## config.mk

```make
export PLATFORM = sky130hd
export DESIGN_NAME = bikelight_ctrl
export DESIGN_NICKNAME = d
export VERILOG_FILES = /design/src/rtl/bikelight_pkg.sv /design/src/rtl/btn_debounce.sv /design/src/rtl/bikelight_ctrl.sv
export SDC_FILE = /design/constraint.sdc
export NUM_CORES = 1
export LEC_CHECK = 0
export BUFFER_PORTS_ARGS = -buffer_cell sky130_fd_sc_hd__buf_2
export CORE_MARGIN = 8
export CORE_UTILIZATION = 40
export CTS_BUF_LIST = sky130_fd_sc_hd__clkbuf_8
export DETAILED_ROUTE_END_ITERATION = 8
export GPL_TIMING_DRIVEN = 0
export SYNTH_ARGS = -nofsm -noshare
export SYNTH_HDL_FRONTEND = slang
export SYNTH_SLANG_ARGS = --single-unit
```

## constraint.sdc

```tcl
create_clock -name clk -period 1.6 [get_ports clk]
set_input_delay 0.16 -clock clk [delete_from_list [all_inputs] [get_ports clk]]
set_output_delay 0.16 -clock clk [all_outputs]
set_load 0.05 [all_outputs]
```

## src/rtl/bikelight_pkg.sv

```systemverilog
// Shared mode encoding and counter sizing for the bike-light controller.
package bikelight_pkg;

    typedef enum logic [3:0] {
        MODE_OFF   = 4'b0001,
        MODE_ON    = 4'b0010,
        MODE_BLINK = 4'b0100,
        MODE_DIM   = 4'b1000
    } mode_t;

    // Bits needed to hold 0..n-1, never less than one.
    function automatic int cnt_w(input int n);
        return (n > 1) ? $clog2(n) : 1;
    endfunction

endpackage

```

## src/rtl/btn_debounce.sv

```systemverilog
// Two-flop synchroniser and stable-count debouncer for a raw push-button.
module btn_debounce
    import bikelight_pkg::*;
#(
    parameter int DEB_CYCLES = 1_000_000
) (
    input  logic clk,
    input  logic rst_n,
    input  logic btn,
    output logic level,
    output logic press
);

    localparam int CW = cnt_w(DEB_CYCLES);

    if (DEB_CYCLES < 2) begin : g_bad_deb
        $error("DEB_CYCLES must be at least 2");
    end

    logic [1:0]    sync_q;
    logic [CW-1:0] cnt_q;

    always_ff @(posedge clk or negedge rst_n) begin
        if (!rst_n) begin
            sync_q <= '0;
            cnt_q  <= '0;
            level  <= 1'b0;
            press  <= 1'b0;
        end else begin
            sync_q <= {sync_q[0], btn};
            press  <= 1'b0;
            if (sync_q[1] == level) begin
                cnt_q <= '0;
            end else if (cnt_q == CW'(DEB_CYCLES - 1)) begin
                cnt_q <= '0;
                level <= ~level;
                press <= ~level;
            end else begin
                cnt_q <= cnt_q + 1'b1;
            end
        end
    end

endmodule

```

## src/rtl/bikelight_ctrl.sv

```systemverilog
// Four-mode bike-light FSM with blink and PWM dimming; define
// BIKELIGHT_LONG_PRESS_EN to add the hold-to-switch-off feature.
module bikelight_ctrl
    import bikelight_pkg::*;
#(
    parameter int NUM_LEDS    = 1,
    parameter int DEB_CYCLES  = 1_000_000,
    parameter int BLINK_HALF  = 25_000_000,
    parameter int PWM_W       = 8,
    parameter int DIM_DUTY    = 32,
    parameter int LONG_CYCLES = 200_000_000
) (
    input  logic                clk,
    input  logic                rst_n,
    input  logic                btn,
    output logic [NUM_LEDS-1:0] led,
    output logic [3:0]          state
);

    localparam int BW = cnt_w(BLINK_HALF);
    localparam logic [PWM_W:0] DUTY = (PWM_W + 1)'(DIM_DUTY);

    if (BLINK_HALF < 1 || LONG_CYCLES < 1) begin : g_bad_cfg
        $error("BLINK_HALF and LONG_CYCLES must be at least 1");
    end

    mode_t               state_q, state_d;
    logic [BW-1:0]       blink_q, blink_d;
    logic                phase_q, phase_d;
    logic [PWM_W-1:0]    pwm_q, pwm_d;
    logic [NUM_LEDS-1:0] led_q, led_d;
    logic                level;
    logic                press;
    logic                force_off;

    btn_debounce #(
        .DEB_CYCLES(DEB_CYCLES)
    ) u_deb (
        .clk  (clk),
        .rst_n(rst_n),
        .btn  (btn),
        .level(level),
        .press(press)
    );

`ifdef BIKELIGHT_LONG_PRESS_EN
    localparam int LW = cnt_w(LONG_CYCLES + 1);

    logic [LW-1:0] long_q;

    // Saturates one past the trigger value so the force fires once per hold.
    always_ff @(posedge clk or negedge rst_n) begin
        if (!rst_n) begin
            long_q <= '0;
        end else if (!level) begin
            long_q <= '0;
        end else if (long_q != LW'(LONG_CYCLES)) begin
            long_q <= long_q + 1'b1;
        end
    end

    assign force_off = level && (long_q == LW'(LONG_CYCLES - 1));
`else
    assign force_off = 1'b0;
`endif

    always_comb begin
        state_d = state_q;
        if (press) begin
            unique case (1'b1)
                state_q[0]: state_d = MODE_ON;
                state_q[1]: state_d = MODE_BLINK;
                state_q[2]: state_d = MODE_DIM;
                state_q[3]: state_d = MODE_OFF;
                default:    state_d = MODE_OFF;
            endcase
        end
        if (force_off) begin
            state_d = MODE_OFF;
        end
    end

    always_comb begin
        blink_d = '0;
        phase_d = 1'b0;
        pwm_d   = '0;
        if (state_d == MODE_BLINK) begin
            phase_d = 1'b1;
            if (state_q == MODE_BLINK) begin
                if (blink_q == BW'(BLINK_HALF - 1)) begin
                    phase_d = ~phase_q;
                end else begin
                    blink_d = blink_q + 1'b1;
                    phase_d = phase_q;
                end
            end
        end
        if (state_d == MODE_DIM && state_q == MODE_DIM) begin
            pwm_d = pwm_q + 1'b1;
        end
        led_d = '0;
        unique case (1'b1)
            state_d[0]: led_d = '0;
            state_d[1]: led_d = '1;
            state_d[2]: led_d = {NUM_LEDS{phase_d}};
            state_d[3]: led_d = {NUM_LEDS{({1'b0, pwm_d} < DUTY)}};
            default:    led_d = '0;
        endcase
    end

    always_ff @(posedge clk or negedge rst_n) begin
        if (!rst_n) begin
            state_q <= MODE_OFF;
            blink_q <= '0;
            phase_q <= 1'b0;
            pwm_q   <= '0;
            led_q   <= '0;
        end else begin
            state_q <= state_d;
            blink_q <= blink_d;
            phase_q <= phase_d;
            pwm_q   <= pwm_d;
            led_q   <= led_d;
        end
    end

    assign led   = led_q;
    assign state = state_q;

endmodule

```

After elaboration in Yosys (flattened, before gate mapping):

Index checks and enable logic that the tools add are counted.
Widths: inputs -> output; s select.

* register bits: 63
* bits of input ports: 3
* word-level logic and storage cells: 39

* $add $sub $neg: 3
* $lt $le $gt $ge: 1
* equality and inequality tests: 7
* mux-type cells: 14
* bitwise gates (word level): 3
* reduce and logical (&&, ||, !) cells: 2

Operators by type and width (count)
* $mux 25: 3
* $mux 20: 2
* $add 25x1->25 const B: 1
* $eq 25x25->1 const B: 1
* $add 20x1->20 const B: 1
* $eq 20x20->1 const B: 1
* $pmux 4 s3: 1
* $add 8x1->8 const B: 1
* $eq 4x3->1 const B: 2
* $eq 4x4->1 const B: 2
* $lt 8x6->1 const B: 1
* $mux 8: 1
* $mux 1: 5
* $mux 4: 1
* $not 1->1: 3
* $pmux 1 s3: 1
* $reduce_and 2->1: 1
* $eq 1x1->1: 1
* $logic_and 1x1->1: 1

Logic depth before layout (Yosys ltp):

Gate-level depths: netlist of the first run.

* word-level depth: 7
* mapped depth: 7
* gate-level depth less buffers: 6

Modules after synthesis:

A second synthesis of the first run with hierarchy kept.

* cell total of the unflattened synthesis: 305
* area total of the unflattened synthesis: 3061.7 sq um

Modules (own cells, without submodules)
* bikelight_ctrl: instances 1, cells an instance 189, area each 1925.6 sq um, seq. area each 977.2 sq um
* btn_debounce: instances 1, cells an instance 116, area each 1136.1 sq um, seq. area each 600.6 sq um

Worst setup path before layout of the first run:

OpenSTA, ideal clock, no wires.

* kind: flip-flop to flip-flop
* start: reg state_q[2] (netlist: state[2])
* end: reg blink_q[12]
* setup time: 0.072 ns
* arrival: 1.786 ns
* data required time: 1.528 ns
* setup slack: -0.257 ns
* cell stages (with the launch flop): 5
* period minus slack after synthesis: 1.857 ns
* cells stage by stage: dfrtp_1 -> nor4b_1 -> o311ai_4 -> buf_2 -> nor2_1

* cells in the longest elaborated chain, start to end: 4
* elaborated cells between the ends (all ways): 6
* those cells by class: 2 x eq/ne; 4 x mux

RTL lines
* start, declared: line bikelight_ctrl.sv:27 `mode_t state_q, state_d;`
* start signal, assigned: line bikelight_ctrl.sv:119 `state_q <= state_d;`
* $pmux 4 s3: line bikelight_ctrl.sv:70 `unique case (1'b1)`
* $mux 4: line bikelight_ctrl.sv:69 `if (press) begin`
* $eq 4x3->1: line bikelight_ctrl.sv:87 `if (state_d == MODE_BLINK) begin`
* $mux 25 *: line bikelight_ctrl.sv:87
* net blink_d[12]: line bikelight_ctrl.sv:28 `logic [BW-1:0] blink_q, blink_d;`
* end signal, assigned: line bikelight_ctrl.sv:120 `blink_q <= blink_d;`
* end, declared: line bikelight_ctrl.sv:28

The timed path passes the listed nets; every way through them passes the cells marked *.
A chain may end at the register's enable or synchronous reset.

Final worst setup path of the first run:

* start: reg blink_q[6]
* end: reg led_q (netlist: led)

* cells in the longest elaborated chain, start to end: 5

RTL lines
* $eq 25x25->1: line bikelight_ctrl.sv:90 `if (blink_q == BW'(BLINK_HALF - 1)) begin`
* $mux 1: line bikelight_ctrl.sv:90
* $mux 1: line bikelight_ctrl.sv:89 `if (state_q == MODE_BLINK) begin`
* $mux 1: line bikelight_ctrl.sv:87
* net phase_d: line bikelight_ctrl.sv:29 `logic phase_q, phase_d;`
* $pmux 1 s3: line bikelight_ctrl.sv:102 `unique case (1'b1)`
* net led_d: line bikelight_ctrl.sv:31 `logic [NUM_LEDS-1:0] led_q, led_d;`
* end signal, assigned: line bikelight_ctrl.sv:123 `led_q <= led_d;`
* end, declared: line bikelight_ctrl.sv:31

The timed path passes the listed nets, and every way through them passes these cells.

==> flow_metrics.env, run 1 <==
export IMPL_netlist_cell_type_count=38
export IMPL_grt_pass1_wl_um=10000
export IMPL_first_pass_iters=4
export IMPL_routedWlPerCell_um=14.0
export IMPL_worstSkewPairLatency_ns=0.34
export IMPL_clock_h_tree_levels=3
export IMPL_period_share=1.07
export IMPL_grt_start_max_net_pins=64
export IMPL_critical_path_required_ns=1.88
export IMPL_category_of_the_worst_setup_path_capture_point="flop"
export IMPL_row_count=31
export IMPL_stdcell_area_um2=3910
export IMPL_setup_repair_after_global_routing_missed_its_margin="true"
export IMPL_synth_seq_cells=63
export IMPL_vias_in_the_first_global_route=2193
export IMPL_drt_total_wl_um=6120
export IMPL_critical_path_cell_chain="nor4_4, nand4_2, or4_4, a31oi_2, a21o_1"
export IMPL_powerDensity_nw_per_um2=803
export IMPL_areaGrowthSynthToFinish_pct=30.4
export IMPL_chipWidth_um=103
export IMPL_timing_final_hold_violations=0
export IMPL_postSynthCellCount=287
export IMPL_cts_path_max_buffers=2
export IMPL_sequentialPowerShare=0.513
export IMPL_timing_slew_headroom=0.475
export IMPL_start_kind="flop"
export IMPL_layout_commonest_cell="sky130_fd_sc_hd__dfrtp_1"
export IMPL_initial_core_util=0.413
export IMPL_layout_cells_most_common_list="sky130_fd_sc_hd__dfrtp_1, sky130_fd_sc_hd__nor2_1, sky130_fd_sc_hd__nand3_1, sky130_fd_sc_hd__xor2_1, sky130_fd_sc_hd__xnor2_1"
export IMPL_setup_violations_final=27
export IMPL_placed_cells=393
export IMPL_drc_errors_left=0
export IMPL_status="finished, violations left"
export IMPL_floorplan_io_pins=8
export IMPL_cts_sink_count=63
export IMPL_cap_violations=0
export IMPL_worst_slew_pin_transition_ns=0.788
export IMPL_max_slew_violation_total_from_the_final_report=0
export IMPL_dieHeight_um=103
export IMPL_share_comb_of_total_power=0.029
export IMPL_vias=2197
export IMPL_initialDrtViolationCount=106
export IMPL_grt_ovfl_total=0
export IMPL_synth_yosys_seq_area_share=0.527
export IMPL_clockPowerShare=0.458
export IMPL_tritoncts="done"
export IMPL_ys_async_sr_fraction=1.00
export IMPL_post_synth_cell_area_avg_um2=10.4
export IMPL_grt_antenna_before_repair=0
export IMPL_crit_arrival_ns=2.00
export IMPL_synth_edff_count=0
export IMPL_cp_slowest_stage_delay_ns=0.45
export IMPL_power_net_switching_mw=0.661
export IMPL_antennaDiodeCount=0
export IMPL_place_hpwl_um=3540
export IMPL_post_route_worst_setup_slack_ns=-0.120
export IMPL_fin_util=0.539
export IMPL_irDropWorstVdd_v=0.000387
export IMPL_hold_worst_slack_ns=0.347
export IMPL_clkTransAtPathRegs_ns=0.07
export IMPL_core_area_um2=7250
export IMPL_port_buffers=7
export IMPL_cts_buffers=9
export IMPL_globalRouteTotalUtil=0.122
export IMPL_design_die_area_um2=10500
export IMPL_synth_net_count=293
export IMPL_violations="negative setup slack"
export IMPL_cellLeakagePower_nw=1.61
export IMPL_achievable_frequency_mhz=581
export IMPL_postRouteAntennaNets=0
export IMPL_drive_above_1_share=0.353
export IMPL_vias_per_cell=5.04
export IMPL_synth_main_ff_cell="sky130_fd_sc_hd__dfrtp_1"
export IMPL_final_critical_path_required_period_ns=1.72
export IMPL_switching_share=0.211
export IMPL_clock_skew_ns=0.0114
export IMPL_syn_cell_area_um2=3000
export IMPL_gp_congestion=0.734
export IMPL_synth_yosys_warnings=0
export IMPL_cp_slowest_cell="sky130_fd_sc_hd__or4_4"
export IMPL_internal_power_mw=2.47
export IMPL_clockRootBuffer="sky130_fd_sc_hd__clkbuf_8"
export IMPL_design_final_nets=338
export IMPL_place_area_um2=3180
export IMPL_worst_path_max_fanout=3
export IMPL_layout_cells_non_filler=436
export IMPL_hold_path_class="flop to flop"
export IMPL_criticalPathCategory="flop to flop"
## state kept, by name (all words and copies together) (netlist names)
name and flops:
phase_q 1, u_deb.press 1, blink_q 25, u_deb.level 1
led 1, pwm_q 8, u_deb.cnt_q 20, u_deb.sync_q 2
state 4
## metal layers
layer / vias to the layer above / routed length (um) / global-route usage / part of all wire
met1: 1100 / 2960 / 0.155 / 0.48
met5: - / 0 / 0 / 0
met4: 0 / 94 / 0.0587 / 0.015
met3: 10 / 167 / 0.0304 / 0.027
met2: 19 / 2900 / 0.192 / 0.47
li1: 1068 / - / - / -
## synthesized netlist by cell type (2+ instances only)
| master | count | share of area |
|---|---|---|
| sky130_fd_sc_hd__dfrtp_1 | 62 | 0.52 |
| sky130_fd_sc_hd__nor2_1 | 58 | 0.073 |
| sky130_fd_sc_hd__nand3_1 | 28 | 0.047 |
| sky130_fd_sc_hd__xor2_1 | 28 | 0.082 |
| sky130_fd_sc_hd__xnor2_1 | 19 | 0.056 |
| sky130_fd_sc_hd__nand2_1 | 16 | 0.020 |
| sky130_fd_sc_hd__inv_1 | 7 | 0.0088 |
| sky130_fd_sc_hd__and3_1 | 6 | 0.013 |
| sky130_fd_sc_hd__nand4_1 | 6 | 0.013 |
| sky130_fd_sc_hd__nor3_1 | 5 | 0.0083 |
| sky130_fd_sc_hd__buf_2 | 4 | 0.0067 |
| sky130_fd_sc_hd__nor4_1 | 4 | 0.0083 |
| sky130_fd_sc_hd__a21oi_1 | 3 | 0.0050 |
| sky130_fd_sc_hd__and4_1 | 3 | 0.0088 |
| sky130_fd_sc_hd__ha_1 | 3 | 0.013 |
| sky130_fd_sc_hd__mux2_2 | 3 | 0.011 |
| sky130_fd_sc_hd__nand4b_1 | 3 | 0.0088 |
| sky130_fd_sc_hd__o21ai_0 | 3 | 0.0050 |
| sky130_fd_sc_hd__and2_1 | 2 | 0.0042 |
| sky130_fd_sc_hd__and3_2 | 2 | 0.0050 |
| sky130_fd_sc_hd__and4bb_2 | 2 | 0.0083 |
| sky130_fd_sc_hd__nand4_2 | 2 | 0.0083 |
| sky130_fd_sc_hd__nor4b_1 | 2 | 0.0058 |
| sky130_fd_sc_hd__or3_1 | 2 | 0.0042 |
## final cells by class
cell class                 count  area [um^2]
buffer                         3         35.0
clock buffer                  12          165
clock inverter                 4         45.0
fill                         648         3350
inverter                       7         26.3
multi-input combinational    213         1610
sequential                    63         1590
tap                           99          124
timing repair buffer          35          313
## power groups by stage
| stage | registers, mW | clock network, mW | logic [mW] |
|---|---|---|---|
| after floorplan | 1.64 | 0 | 0.0185 |
| after global placement | 1.64 | 0 | 0.0586 |
| after detailed placement | 1.64 | 0 | 0.0590 |
| after CTS | 1.61 | 1.47 | 0.0899 |
| after global routing | 1.61 | 1.56 | 0.105 |
| final | 1.61 | 1.44 | 0.0908 |
## worst max-delay path, delay by kind of cell (launching register included)
family	cells	cell delay (ns)
AOI/OAI and AO/OA	2	0.30
DFF	1	0.44
and+or+nand+nor	3	0.92
## timing repair
item | 4_1_cts | 5_1_grt
hold buffers | 2 | 0
cloned | 2 | 1
setup buffers | 17 | 7
hold endpoints to repair | 63 | 0
pin swaps | 17 | 15
endpoints found under the setup margin | 47 | 44
resized for setup | 28 | 50
## logic make-up after synthesis
kind of cell / Yosys count / share of synthesized area
and+or+nand+nor: 148 / 0.262
muxes: 4 / 0.0146
AOI/OAI and AO/OA: 11 / 0.0313
buffers and inverters: 11 / 0.0155
DFF: 63 / 0.527
xor gates and xnor gates: 47 / 0.137
adders and majority gates: 3 / 0.0125
## metrics by stage
| step | setup WS, ns | TNS (ns) | power (mW) |
|---|---|---|---|
| after floorplan | -0.0145 | -0.0145 | 1.66 |
| after global placement | -0.248 | -8.41 | 1.70 |
| after detailed placement | -0.272 | -9.20 | 1.70 |
| after CTS | -0.146 | -2.11 | 3.17 |
| after global routing | -0.165 | -4.42 | 3.27 |
| final | -0.120 | -1.76 | 3.14 |
## path summary, 6_finish.rpt
check | startpoint | slack (ns) | end | depth (start not counted)
setup / recovery | blink_q[6]$_DFF_PN0_ | -0.12 | led$_DFF_PN0_ | 5
hold / removal | u_deb.sync_q[0]$_DFF_PN0_ | 0.35 | u_deb.sync_q[1]$_DFF_PN0_ | 0
setup reg to reg | blink_q[6]$_DFF_PN0_ | -0.12 | led$_DFF_PN0_ | 5
hold reg to reg | u_deb.sync_q[0]$_DFF_PN0_ | 0.35 | u_deb.sync_q[1]$_DFF_PN0_ | 0
max in group asynchronous | rst_n | 0.57 | blink_q[0]$_DFF_PN0_ | 2
min in group asynchronous | rst_n | 0.45 | u_deb.cnt_q[16]$_DFF_PN0_ | 2
No activity file was read; power rests on OpenSTA's default activity.
==> inputs of run 2 (changes only) <==
--- a/config.mk
+++ b/config.mk
@@ -5,12 +5,13 @@
 export SDC_FILE = /design/constraint.sdc
 export NUM_CORES = 1
 export LEC_CHECK = 0
-export BUFFER_PORTS_ARGS = -buffer_cell sky130_fd_sc_hd__buf_2
 export CORE_MARGIN = 8
 export CORE_UTILIZATION = 40
 export CTS_BUF_LIST = sky130_fd_sc_hd__clkbuf_8
 export DETAILED_ROUTE_END_ITERATION = 8
+export DONT_BUFFER_PORTS = 1
 export GPL_TIMING_DRIVEN = 0
+export PLACE_DENSITY_LB_ADDON = 0.25
 export SYNTH_ARGS = -nofsm -noshare
 export SYNTH_HDL_FRONTEND = slang
 export SYNTH_SLANG_ARGS = --single-unit
==> run 2 against run 1 <==
  * The run ends with negative hold slack, negative setup slack left
  * Routed wire length rose by 0.16%
  * Power grew 0.64%
  * Flip-flop and latch count unchanged
  * Count of clock-buffer cells in the layout down 2
  * Maximum frequency is 1.2% higher
  * Die area did not move
  * Clock skew down 0.0020 ns
  * Register-to-register slack gained 0.02 ns
  * Global-route usage grew 0.55 points
  * Critical path type unchanged
  * Critical endpoint unchanged
  * Largest power group unchanged
==> flow_metrics.env, run 2 (synthesis results as in run 1) <==
export IMPL_core_area_um2=7250
export IMPL_worst_slew_pin_transition_ns=0.468
export IMPL_post_route_worst_setup_slack_ns=-0.100
export IMPL_dieHeight_um=103
export IMPL_initialDrtViolationCount=52
export IMPL_irDropWorstVdd_v=0.000539
export IMPL_worstSkewPairLatency_ns=0.33
export IMPL_period_share=1.06
export IMPL_setup_violations_final=29
export IMPL_timing_slew_headroom=0.687
export IMPL_tritoncts="done"
export IMPL_cts_buffers=9
export IMPL_multiInputGateArea_um2=1750
export IMPL_worst_path_max_fanout=5
export IMPL_cellLeakagePower_nw=1.63
export IMPL_gp_congestion=0.730
export IMPL_holdBufCountCts=1
export IMPL_drt_total_wl_um=6130
export IMPL_stdcell_area_um2=4050
export IMPL_criticalPathCategory="flop to flop"
export IMPL_start_kind="flop"
export IMPL_initial_core_util=0.413
export IMPL_status="finished, violations left"
export IMPL_design_final_nets=335
export IMPL_cap_violations=0
export IMPL_routedWlPerCell_um=14.2
export IMPL_rr_worst_depth=5
export IMPL_hold_path_class="input port to async pin"
export IMPL_areaGrowthSynthToFinish_pct=35.3
export IMPL_grt_ovfl_total=0
export IMPL_top_register="blink_q"
export IMPL_timing_final_hold_violations=63
export IMPL_place_area_um2=3150
export IMPL_grt_pass1_wl_um=10600
export IMPL_violations="negative hold slack, negative setup slack"
export IMPL_design_die_area_um2=10500
export IMPL_vias_in_the_first_global_route=2207
export IMPL_globalRouteTotalUtil=0.128
export IMPL_clock_h_tree_levels=3
export IMPL_cts_sink_count=63
export IMPL_place_hpwl_um=3490
export IMPL_drive_above_1_share=0.402
export IMPL_category_of_the_worst_setup_path_capture_point="flop"
export IMPL_layout_cells_most_common_list="sky130_fd_sc_hd__dfrtp_1, sky130_fd_sc_hd__xor2_1, sky130_fd_sc_hd__nand3_1"
export IMPL_clockRootBuffer="sky130_fd_sc_hd__clkbuf_8"
export IMPL_fin_util=0.559
export IMPL_row_count=31
export IMPL_floorplan_io_pins=8
export IMPL_fill_cells=609
export IMPL_first_pass_iters=4
export IMPL_postRouteAntennaNets=0
export IMPL_grt_antenna_before_repair=0
export IMPL_powerDensity_nw_per_um2=779
export IMPL_final_critical_path_required_period_ns=1.70
export IMPL_critical_path_required_ns=1.87
export IMPL_setup_repair_after_global_routing_missed_its_margin="true"
export IMPL_max_slew_violation_total_from_the_final_report=0
export IMPL_clock_skew_ns=0.00940
export IMPL_drc_errors_left=0
export IMPL_clkTransAtPathRegs_ns=0.07
export IMPL_vias_per_cell=5.01
export IMPL_layout_commonest_cell="sky130_fd_sc_hd__dfrtp_1"
export IMPL_antennaDiodeCount=0
export IMPL_hold_worst_slack_ns=-0.485
export IMPL_port_buffers=0
export IMPL_chipWidth_um=103
export IMPL_crit_arrival_ns=1.97
export IMPL_seq_area_um2=1590
export IMPL_cts_path_max_buffers=2
export IMPL_layout_top_registers="blink_q x25, u_deb.cnt_q x20, pwm_q x8"
export IMPL_max_reg_flops=25
export IMPL_vias=2166
export IMPL_achievable_frequency_mhz=588
export IMPL_p_total_mw=3.16
export IMPL_grt_start_max_net_pins=64
==> run 2: cell count changes in the layout (fill, tap and decap cells not counted), moves of 3 or more <==
cell	delta
sky130_fd_sc_hd__nor2_1	-13
sky130_fd_sc_hd__nor2_4	+7
sky130_fd_sc_hd__buf_2	-6
sky130_fd_sc_hd__nor2_2	+6
sky130_fd_sc_hd__buf_4	+3
==> run 2: through the flow <==
stage | setup TNS (ns) | cells | setup WS (ns)
6_report | -1.49 | 432 | -0.100
5_1_grt | -4.71 | 432 | -0.190
4_1_cts | -1.33 | 424 | -0.106
3_5_place_dp | -8.26 | 386 | -0.245
3_3_place_gp | -7.96 | 386 | -0.230
2_1_floorplan | -0.0145 | 287 | -0.0145
==> run 2: layout make-up <==
| class | count | area share |
|---|---|---|
| plain buffers | 3 | 0.00864 |
| clock buffers | 10 | 0.0340 |
| clock inverters | 5 | 0.0182 |
| inverters | 7 | 0.00648 |
| multi-input cells | 213 | 0.432 |
| flip-flops and latches | 63 | 0.393 |
| well taps | 99 | 0.0306 |
| repair buffers | 32 | 0.0765 |
==> run 2: final timing paths <==
path / start / slack (ns) / endpoint
setup reg to reg: state[0]$_DFF_PN1_ / -0.1 / led$_DFF_PN0_
hold / removal: rst_n / -0.49 / u_deb.cnt_q[18]$_DFF_PN0_
min in group clk: u_deb.sync_q[0]$_DFF_PN0_ / 0.35 / u_deb.sync_q[1]$_DFF_PN0_
hold reg to reg: u_deb.sync_q[0]$_DFF_PN0_ / 0.35 / u_deb.sync_q[1]$_DFF_PN0_
max in group asynchronous: rst_n / 1.90 / state[0]$_DFF_PN1_
setup / recovery: state[0]$_DFF_PN1_ / -0.1 / led$_DFF_PN0_
==> run 2: what timing repair did <==
action                                  4_1_cts  5_1_grt
setup buffers                                20        9
pin swaps                                     9       29
resized for setup                            27       85
cloned                                        2        1
hold endpoints to repair                     64       63
endpoints found under the setup margin       45       48
==> run 2: routing by layer <==
| layer | track usage | up-vias | routed length, um |
|---|---|---|---|
| li1 | - | 1069 | - |
| met1 | 0.164 | 1073 | 2920 |
| met2 | 0.199 | 16 | 2960 |
| met3 | 0.0351 | 8 | 175 |
| met4 | 0.0519 | 0 | 71 |
| met5 | 0 | - | 0 |
==> run 2: report_power, final <==
| part | leakage, nW | internal (mW) | switching (mW) |
|---|---|---|---|
| combinational | 0.662 | 0.0325 | 0.0257 |
| sequential | 0.854 | 1.60 | 0.00966 |
| clock | 0.113 | 0.900 | 0.587 |
| total | 1.63 | 2.53 | 0.623 |
==> run 2: critical path, stage by stage (launching register included) <==
cell,delay [ns]
sky130_fd_sc_hd__dfstp_4,0.74
sky130_fd_sc_hd__nor3_2,0.08
sky130_fd_sc_hd__mux2_2,0.29
sky130_fd_sc_hd__nand4b_1,0.23
sky130_fd_sc_hd__a31oi_4,0.19
sky130_fd_sc_hd__a21o_1,0.11
==> inputs of run 3 (changes only) <==
--- a/config.mk
+++ b/config.mk
@@ -5,13 +5,13 @@
 export SDC_FILE = /design/constraint.sdc
 export NUM_CORES = 1
 export LEC_CHECK = 0
+export BUFFER_PORTS_ARGS = -buffer_cell sky130_fd_sc_hd__buf_2
 export CORE_MARGIN = 8
 export CORE_UTILIZATION = 40
 export CTS_BUF_LIST = sky130_fd_sc_hd__clkbuf_8
 export DETAILED_ROUTE_END_ITERATION = 8
-export DONT_BUFFER_PORTS = 1
 export GPL_TIMING_DRIVEN = 0
-export PLACE_DENSITY_LB_ADDON = 0.25
+export PLACE_DENSITY = 0.59
 export SYNTH_ARGS = -nofsm -noshare
 export SYNTH_HDL_FRONTEND = slang
 export SYNTH_SLANG_ARGS = --single-unit
==> run 3 against run 2 <==
  * The flow finishes with violations (negative setup slack)
  * Routed wire length increased by 2.5%
  * First-iteration DRC count increased by 44%
  * Design area decreased by 0.68%
  * Utilization decreased by 0.38 points
  * Sequential share of layout area increased by 0.14 points
  * Worst hold slack improved by 0.83 ns
  * Sequential power about the same
  * Maximum frequency decreased by 0.65%
  * Clock skew increased by 0.00086 ns
  * Clock power increased by 10%
  * Register-to-register slack about the same
  * Critical path type unchanged
  * Largest cell class unchanged
  * Largest power group is now the clock network
  * Highest routed layer unchanged
==> flow_metrics.env, run 3 (synthesis results as in run 1) <==
export IMPL_setup_violations_final=37
export IMPL_floorplan_io_pins=8
export IMPL_share_comb_of_total_power=0.032
export IMPL_cts_sink_count=63
export IMPL_postRouteAntennaNets=0
export IMPL_irDropWorstVdd_v=0.000342
export IMPL_clock_skew_ns=0.0103
export IMPL_cellLeakagePower_nw=1.65
export IMPL_clkTransAtPathRegs_ns=0.07
export IMPL_areaGrowthSynthToFinish_pct=34.4
export IMPL_place_hpwl_um=3540
export IMPL_worst_path_max_fanout=5
export IMPL_vias_per_cell=5.08
export IMPL_cts_buffers=9
export IMPL_drc_errors_left=0
export IMPL_gp_congestion=0.754
export IMPL_internal_power_mw=2.69
export IMPL_vias_in_the_first_global_route=2331
export IMPL_grt_ovfl_total=0
export IMPL_category_of_the_worst_setup_path_capture_point="flop"
export IMPL_drt_total_wl_um=6290
export IMPL_antennaDiodeCount=0
export IMPL_cap_violations=0
export IMPL_grt_start_max_net_pins=64
export IMPL_start_kind="flop"
export IMPL_achievable_frequency_mhz=584
export IMPL_design_die_area_um2=10500
export IMPL_powerDensity_nw_per_um2=834
export IMPL_chipWidth_um=103
export IMPL_max_slew_violation_total_from_the_final_report=0
export IMPL_timing_slew_headroom=0.467
export IMPL_routedWlPerCell_um=14.3
export IMPL_p_total_mw=3.36
export IMPL_post_route_worst_setup_slack_ns=-0.111
export IMPL_initial_core_util=0.413
export IMPL_switching_share=0.199
export IMPL_hold_path_class="flop to flop"
export IMPL_clockPowerShare=0.489
export IMPL_max_reg_flops=25
export IMPL_fill_cells=629
export IMPL_vias=2232
export IMPL_initialDrtViolationCount=75
export IMPL_design_final_nets=341
export IMPL_setup_repair_after_global_routing_missed_its_margin="true"
export IMPL_globalRouteTotalUtil=0.130
export IMPL_power_net_switching_mw=0.667
export IMPL_violations="negative setup slack"
export IMPL_reg2reg_slack_ns=-0.11
export IMPL_status="finished, violations left"
export IMPL_layout_top_registers="blink_q x25, u_deb.cnt_q x20, pwm_q x8"
export IMPL_core_area_um2=7250
export IMPL_tritoncts="done"
export IMPL_period_share=1.07
export IMPL_port_buffers=7
export IMPL_crit_arrival_ns=1.99
export IMPL_cts_path_max_buffers=2
export IMPL_layout_cells_most_common_list="sky130_fd_sc_hd__dfrtp_1, sky130_fd_sc_hd__nor2_1, sky130_fd_sc_hd__nand3_1, sky130_fd_sc_hd__xor2_1, sky130_fd_sc_hd__xnor2_1"
export IMPL_grt_pass1_wl_um=10700
export IMPL_row_count=31
export IMPL_grt_antenna_before_repair=0
export IMPL_first_pass_iters=4
export IMPL_dieHeight_um=103
export IMPL_clock_h_tree_levels=3
export IMPL_worst_slew_pin_transition_ns=0.799
export IMPL_clockRootBuffer="sky130_fd_sc_hd__clkbuf_8"
export IMPL_worstSkewPairLatency_ns=0.34
export IMPL_top_register="blink_q"
export IMPL_sequentialPowerShare=0.479
export IMPL_timing_final_hold_violations=0
export IMPL_critical_path_required_ns=1.88
export IMPL_final_critical_path_required_period_ns=1.71
export IMPL_criticalPathCategory="flop to flop"
export IMPL_drive_above_1_share=0.368
export IMPL_layout_commonest_cell="sky130_fd_sc_hd__dfrtp_1"
export IMPL_pre_cts_slack_ns=-0.257
## run 3: what timing repair did
action | in CTS | in global routing
resized for setup | 22 | 67
setup buffers | 21 | 6
pin swaps | 15 | 9
endpoints found under the hold margin | 63 | 0
setup endpoints to repair | 45 | 47
gates cloned | 2 | 1
hold buffers | 2 | 0
## run 3: worst max-delay path: stages (launching register included)
cell	delay, ns
sky130_fd_sc_hd__dfrtp_2	0.44
sky130_fd_sc_hd__and4bb_2	0.34
sky130_fd_sc_hd__nand4_4	0.13
sky130_fd_sc_hd__or4_4	0.44
sky130_fd_sc_hd__a31oi_2	0.19
sky130_fd_sc_hd__a21o_1	0.11
## run 3: routing by layer
metal | global-route usage | share of wire | up-vias
met2 | 0.213 | 0.50 | 23
met5 | 0 | 0 | -
met1 | 0.156 | 0.46 | 1123
met4 | 0.0609 | 0.012 | 0
met3 | 0.0351 | 0.028 | 8
li1 | - | - | 1078
## run 3: final cells by class
| class | instances | area, um^2 | share of cell area |
|---|---|---|---|
| clock inverter | 3 | 63.8 | 0.0158 |
| buffer | 4 | 53.8 | 0.0134 |
| inverter | 7 | 26.3 | 0.00653 |
| sequential | 63 | 1590 | 0.395 |
| clock buffer | 13 | 179 | 0.0444 |
| multi-input combinational | 213 | 1660 | 0.412 |
| tap | 99 | 124 | 0.0308 |
| timing repair buffer | 37 | 330 | 0.0820 |
## run 3: metrics by stage
| step | instance area (um^2) | instances | hold WS (ns) | TNS, ns | util |
|---|---|---|---|---|---|
| detailed placement | 3180 | 393 | 0.271 | -8.84 | 0.439 |
| global placement | 3180 | 393 | 0.271 | -8.50 | 0.439 |
| finish | 4030 | 439 | 0.349 | -1.13 | 0.555 |
| global route | 4030 | 439 | 0.353 | -3.69 | 0.555 |
| floorplan | 3020 | 287 | -0.136 | -0.0145 | - |
| CTS | 3750 | 434 | 0.351 | -3.10 | 0.517 |
## run 3: worst paths after layout
check                                               start                        end  cells past startpoint
worst max register to register       blink_q[9]$_DFF_PN0_              led$_DFF_PN0_                      5
worst max-delay path                 blink_q[9]$_DFF_PN0_              led$_DFF_PN0_                      5
min in group asynchronous                           rst_n  u_deb.cnt_q[17]$_DFF_PN0_                      2
max in group asynchronous                           rst_n      blink_q[15]$_DFF_PN0_                      2
worst min register to register  u_deb.sync_q[0]$_DFF_PN0_  u_deb.sync_q[1]$_DFF_PN0_                      0
worst min-delay path            u_deb.sync_q[0]$_DFF_PN0_  u_deb.sync_q[1]$_DFF_PN0_                      0
## run 3: power groups by stage
stage	logic, mW	registers [mW]	clock network [mW]
floorplan	0.0185	1.64	0
global placement	0.0589	1.64	0
detailed placement	0.0598	1.64	0
CTS	0.103	1.61	1.68
global route	0.120	1.61	1.76
finish	0.107	1.61	1.64
